[config.mk]
export PLATFORM = sky130hd
export DESIGN_NAME = fifo_stream_reader_flat
export DESIGN_NICKNAME = d
export VERILOG_FILES = /design/src/rtl/fifo_stream_reader_if.sv /design/src/rtl/fifo_stream_reader.sv /design/src/flat_wrapper.sv
export SDC_FILE = /design/constraint.sdc
export NUM_CORES = 1
export LEC_CHECK = 0
export ABC_AREA = 1
export CAP_MARGIN = 20
export CORE_MARGIN = 3
export CORE_UTILIZATION = 46
export DETAILED_ROUTE_END_ITERATION = 8
export GPL_ROUTABILITY_DRIVEN = 1
export PLACE_DENSITY = 0.69
export SKIP_CTS_REPAIR_TIMING = 1
export SYNTH_ARGS = -nofsm -noshare
export SYNTH_HDL_FRONTEND = slang
export SYNTH_SLANG_ARGS = --single-unit
[constraint.sdc]
create_clock -name clk -period 3.8 [get_ports clk]
set_clock_uncertainty 0.15 [all_clocks]
set_input_delay 0.95 -clock clk [delete_from_list [all_inputs] [get_ports clk]]
set_output_delay 0.95 -clock clk [all_outputs]
set_load 0.05 [all_outputs]
[src/rtl/fifo_stream_reader_if.sv]
// Bundles the FIFO read port and the valid/ready output stream of fifo_stream_reader.
// The master side is the reader; the slave side is the FIFO plus downstream consumer.
interface fifo_stream_reader_if #(
  parameter int FIFO_WIDTH = 16
);
  logic                  fifo_rd_en;
  logic                  fifo_empty;
  logic [FIFO_WIDTH-1:0] fifo_data_out;
  logic                  fifo_underflow;
  logic                  m_valid;
  logic                  m_ready;
  logic [FIFO_WIDTH-1:0] m_data;

  modport master (
    output fifo_rd_en,
    output m_valid,
    output m_data,
    input  fifo_empty,
    input  fifo_data_out,
    input  fifo_underflow,
    input  m_ready
  );

  modport slave (
    input  fifo_rd_en,
    input  m_valid,
    input  m_data,
    output fifo_empty,
    output fifo_data_out,
    output fifo_underflow,
    output m_ready
  );
endinterface

[src/rtl/fifo_stream_reader.sv]
// Pops a synchronous FIFO and re-presents its words on a valid/ready stream, hiding the
// FIFO's one-cycle read latency behind a small credit-controlled skid buffer.
module fifo_stream_reader #(
  parameter int FIFO_WIDTH = 16,
  parameter int BUF_DEPTH  = 4,
  parameter int CNT_WIDTH  = 16
) (
  input  logic                 clk,
  input  logic                 rst,
  input  logic                 en,
  fifo_stream_reader_if.master bus,
  output logic [CNT_WIDTH-1:0] word_cnt,
  output logic                 err_underflow
);
  localparam int PTR_W = (BUF_DEPTH > 1) ? $clog2(BUF_DEPTH) : 1;
  localparam int OCC_W = $clog2(BUF_DEPTH + 1);
  localparam logic [PTR_W-1:0] LAST_PTR = PTR_W'(BUF_DEPTH - 1);
  localparam logic [OCC_W-1:0] FULL_OCC = OCC_W'(BUF_DEPTH);

  logic [FIFO_WIDTH-1:0] r_mem [BUF_DEPTH];
  logic [PTR_W-1:0]      r_head;
  logic [PTR_W-1:0]      r_tail;
  logic [OCC_W-1:0]      r_occ;
  logic                  r_inflight;
  logic                  w_credit;
  logic                  w_capture;
  logic                  w_pop;

  function automatic logic [PTR_W-1:0] nextPtr(input logic [PTR_W-1:0] p);
    return (p == LAST_PTR) ? '0 : p + 1'b1;
  endfunction

  // A pop is only allowed when the buffer can hold it together with the word already in flight.
  assign w_credit  = ({1'b0, r_occ} + {{OCC_W{1'b0}}, r_inflight}) < {1'b0, FULL_OCC};
  // Held off during reset so no FIFO word is popped and then thrown away.
  assign bus.fifo_rd_en = !rst && en && !bus.fifo_empty && w_credit;

  assign w_capture   = r_inflight;
  assign bus.m_valid = (r_occ != '0);
  assign bus.m_data  = r_mem[r_head];
  assign w_pop       = bus.m_valid && bus.m_ready;

  always_ff @(posedge clk or posedge rst) begin
    if (rst) begin
      for (int i = 0; i < BUF_DEPTH; i++) begin
        r_mem[i] <= '0;
      end
      r_head        <= '0;
      r_tail        <= '0;
      r_occ         <= '0;
      r_inflight    <= 1'b0;
      word_cnt      <= '0;
      err_underflow <= 1'b0;
    end else begin
      r_inflight <= bus.fifo_rd_en;
      if (w_capture) begin
        r_mem[r_tail] <= bus.fifo_data_out;
        r_tail        <= nextPtr(r_tail);
      end
      if (w_pop) begin
        r_head   <= nextPtr(r_head);
        word_cnt <= word_cnt + 1'b1;
      end
      case ({w_capture, w_pop})
        2'b10:   r_occ <= r_occ + 1'b1;
        2'b01:   r_occ <= r_occ - 1'b1;
        default: r_occ <= r_occ;
      endcase
      if (bus.fifo_underflow) begin
        err_underflow <= 1'b1;
      end
    end
  end

  // The credit rule makes a capture into a full buffer impossible; flag it if it ever happens.
  overrunCheck: assert property (@(posedge clk) disable iff (rst) !(w_capture && r_occ == FULL_OCC));
endmodule
[src/flat_wrapper.sv]
// flat-port wrapper written by rule: the top's interface ports become plain ports
module fifo_stream_reader_flat 
#(
  parameter int FIFO_WIDTH = 16,
  parameter int BUF_DEPTH  = 4,
  parameter int CNT_WIDTH  = 16
)
  (clk, rst, en, word_cnt, err_underflow, bus_fifo_rd_en, bus_m_valid, bus_m_data, bus_fifo_empty, bus_fifo_data_out, bus_fifo_underflow, bus_m_ready);
  fifo_stream_reader_if #(.FIFO_WIDTH(FIFO_WIDTH)) bus_i ();
  input  logic clk;
  input  logic rst;
  input  logic en;
  output logic [CNT_WIDTH-1:0] word_cnt;
  output logic err_underflow;
  output wire logic [$bits(bus_i.fifo_rd_en)-1:0] bus_fifo_rd_en;
  output wire logic [$bits(bus_i.m_valid)-1:0] bus_m_valid;
  output wire logic [$bits(bus_i.m_data)-1:0] bus_m_data;
  input wire logic [$bits(bus_i.fifo_empty)-1:0] bus_fifo_empty;
  input wire logic [$bits(bus_i.fifo_data_out)-1:0] bus_fifo_data_out;
  input wire logic [$bits(bus_i.fifo_underflow)-1:0] bus_fifo_underflow;
  input wire logic [$bits(bus_i.m_ready)-1:0] bus_m_ready;
  assign bus_fifo_rd_en = bus_i.fifo_rd_en;
  assign bus_m_valid = bus_i.m_valid;
  assign bus_m_data = bus_i.m_data;
  assign bus_i.fifo_empty = bus_fifo_empty;
  assign bus_i.fifo_data_out = bus_fifo_data_out;
  assign bus_i.fifo_underflow = bus_fifo_underflow;
  assign bus_i.m_ready = bus_m_ready;
  fifo_stream_reader #(.FIFO_WIDTH(FIFO_WIDTH), .BUF_DEPTH(BUF_DEPTH), .CNT_WIDTH(CNT_WIDTH)) u_core (.clk(clk), .rst(rst), .en(en), .bus(bus_i), .word_cnt(word_cnt), .err_underflow(err_underflow));
endmodule
==> flow_summary_export.csv <==
group,metric,value,unit
setup_path,worst-endpoint-arrival,2.34,ns
floorplanning,rows,33,
timing,worst_slew_pin_slew,1.02,ns
setup_path,cp.required,2.70,ns
job,cap_violations,0,
worst_hold_path,min-delay-start,"u_core.err_underflow",
drt,drt_iter0_drc,198,
setup_path,start_kind,"flop",
clock_network,numCtsBuffers,9,
timing,post-route-period-util,90.5,%
drt,drt_wl_total,8.60,mm
global_route,antenna_found_initial,0,
drt,wire_per_inst,13.5,um
setup_path,r2r_slack,1.69,ns
power,p_clk_share,16.6,%
status,status,"completed",
clock_network,clock_path_buffers,2,
floorplanning,die_y,100,um
clock_network,cts_sinks,89,
setup_path,cpPeakStageDelay,0.84,ns
global_route,grt_pass1_vias,3184,
finish,seq_area,2230,um2
timing,fmax,291,MHz
setup_path,worst-path-max-fanout,33,
setup_path,endpoint_kind,"primary output",
clock_network,clk_pin_slew,0.08,ns
finish,mostFrequentLayoutCell,"nand2_1",
power,p_sw_share,44.6,%
timing,maxSlewHeadroom,31.7,%
finish,area_growth,21.3,%
setup_path,crit_chain,"inv_2 -> o21ai_0 -> o22ai_1 -> clkdlybuf4s50_1",
placement,io_buffer_count,56,
clock_network,cts_max_level,3,
power,net-switching-power,1.97,mW
power,power.density,892,nW/um2
power,irDropWorstVdd,0.597,mV
timing,drv_slew,0,
placement,placed_cell_area,4720,um2
global_route,grt-ovfl-total,0,
setup_path,rr_endpoint,"u_core.r_occ[2]",
timing,whs,0.320,ns
synthesis,syn_nets,505,
worst_hold_path,holdPathStages,1,
timing,worst_slack,0.360,ns
setup_path,reg2regPathDepth,10,
floorplanning,dieArea,10100,um2
finish,drive_above_1_share,8.30,%
floorplanning,die-width,100,um
setup_path,crit_slowest_cell,"clkdlybuf4s50_1",
finish,multiInputGateArea,1620,um2
placement,dp_hpwl,5.48,mm
synthesis,yosysSeqAreaShare,54.5,%
timing,finalSetupViolations,0,
power,internal-power,2.45,mW
setup_path,critical_path_class,"flop to primary output",
floorplanning,initial_core_util,48.6,%
finish,fin_area,4960,um2
timing,final.setup.tns,0,ns
finish,num-nets-final,555,
setup_path,crit_start,"u_core.r_head[0]",
synthesis,ys_seq_elements,89,
finish,antenna_cells,0,
global_route,grt_pass1_wl,14.7,mm
clock_network,clockRootBuffer,"clkbuf_8",
global_route,grt_max_degree,53,
power,p_comb_share,47.4,%
drt,final_antenna_net_count,0,
worst_hold_path,min_to,"u_core.err_underflow",
synthesis,synth_warnings,0,
synthesis,synth_area,4090,um2
timing,min_period,3.44,ns
synthesis,syn_inst,475,
placement,place_ws,0.625,ns
drt,route.detailed.drc,0,
floorplanning,pin_count,57,
power,leakage,2.36,nW
clock_network,cts_tree,"done",
setup_path,r2r_start,"u_core.r_occ[1]",
drt,vias_per_cell,5.14,
power,p_seq_share,36.0,%
finish,layout_common_cells,"nand2_1, o21ai_0, dfrtp_1",
clock_network,clk_latency,0.35,ns
synthesis,synth.avg_cell_area,8.61,um2
placement,place.gp.congestion,0.786,
global_route,grt_use_total,18.3,%
worst_hold_path,hold_class,"flop to flop",
finish,fillers,783,
drt,num_vias,3263,
floorplanning,core_area,8420,um2
timing,rsz0062_at_grt,"false",
drt,drt_first_pass_iters,4,
synthesis,ys_types,27,
timing,hold_viol_final,0,
metal layers:
layer	wire length [um]	vias up	track usage, %
met5	0	-	0
met4	172	0	7.46
met3	523	13	3.82
met2	4000	88	29.7
met1	3910	1528	24.1
li1	-	1634	-
how the worst max path moves through the flow:
stage	end	slack (ns)	cells after the start
after CTS	bus_m_data[9]	0.33	4
after global routing	bus_m_data[9]	0.19	4
final	bus_m_data[9]	0.36	4
after detailed placement	bus_fifo_rd_en	0.63	5
after global placement	bus_fifo_rd_en	0.67	5
after floorplan	u_core.err_underflow	0.39	1
power groups by stage:
stage / combinational [mW] / clock [mW] / sequential [mW]
global placement: 2.07 / 0 / 1.59
finish: 2.10 / 0.735 / 1.59
CTS: 2.12 / 0.752 / 1.59
detailed placement: 2.11 / 0 / 1.61
floorplan: 1.43 / 0 / 1.67
global route: 2.30 / 0.793 / 1.65
cell families (layout without fill, tap and decap cells):
family,Yosys count,after routing,share of synthesized area (%)
AO/OA/AOI/OAI,121,121,15.3
XOR/XNOR,8,8,1.71
adder cells (fa/ha/maj),8,8,2.63
buffers and inverters,60,115,5.84
flip-flops,89,89,54.5
AND/OR/NAND/NOR,189,189,20.0
layout make-up:
cell class | instances | share of cell area, %
Clock inverter | 4 | 1.51
Tap cell | 105 | 2.65
Sequential cell | 89 | 44.9
Timing Repair Buffer | 60 | 12.1
Multi-Input combinational cell | 326 | 32.7
Inverter | 39 | 2.98
Clock buffer | 12 | 3.13
cell usage after synthesis:
cell type,instances,share of area (%)
a21oi_1,2,0.24
o22ai_1,16,2.4
nor2_8,1,0.49
o21ai_0,98,12
nor2_2,3,0.46
a31oi_1,1,0.15
o21ai_1,4,0.49
nand2_1,119,11
or2_2,1,0.15
clkbuf_1,10,0.92
nor2_4,2,0.55
nor2_1,45,4.1
nand4_1,1,0.15
dfrtp_1,89,54
nand3b_1,6,1.1
xor2_1,7,1.5
xnor2_1,1,0.21
nand3_1,6,0.73
nand2_2,2,0.31
buf_2,10,1.2
clkbuf_2,1,0.12
fa_1,1,0.49
inv_2,3,0.28
inv_1,36,3.3
nand2_4,2,0.55
ha_1,7,2.1
nand2_8,1,0.49
through the flow:
stage / utilization (%) / cells / total power [mW]
6_report: 58.9 / 635 / 4.42
5_1_grt: 58.9 / 635 / 4.75
4_1_cts: 58.7 / 634 / 4.46
3_5_place_dp: 56.0 / 618 / 3.72
3_3_place_gp: 56.0 / 618 / 3.67
2_1_floorplan: - / 475 / 3.10
sequential cells by signal, summed over array words and instances, names as in the netlist:
register and flops:
u_core.err_underflow 1, u_core.r_head 2, u_core.r_inflight 1, u_core.r_mem 64
u_core.r_occ 3, u_core.r_tail 2, u_core.word_cnt 16
worst max-delay path, delay by kind of cell (launching register included):
kind / cells / cell delay [ns]
buffers and inverters: 2 / 1.25
DFF: 1 / 0.39
AOI/OAI and AO/OA: 2 / 0.35
(Power assumes the default switching activity.)
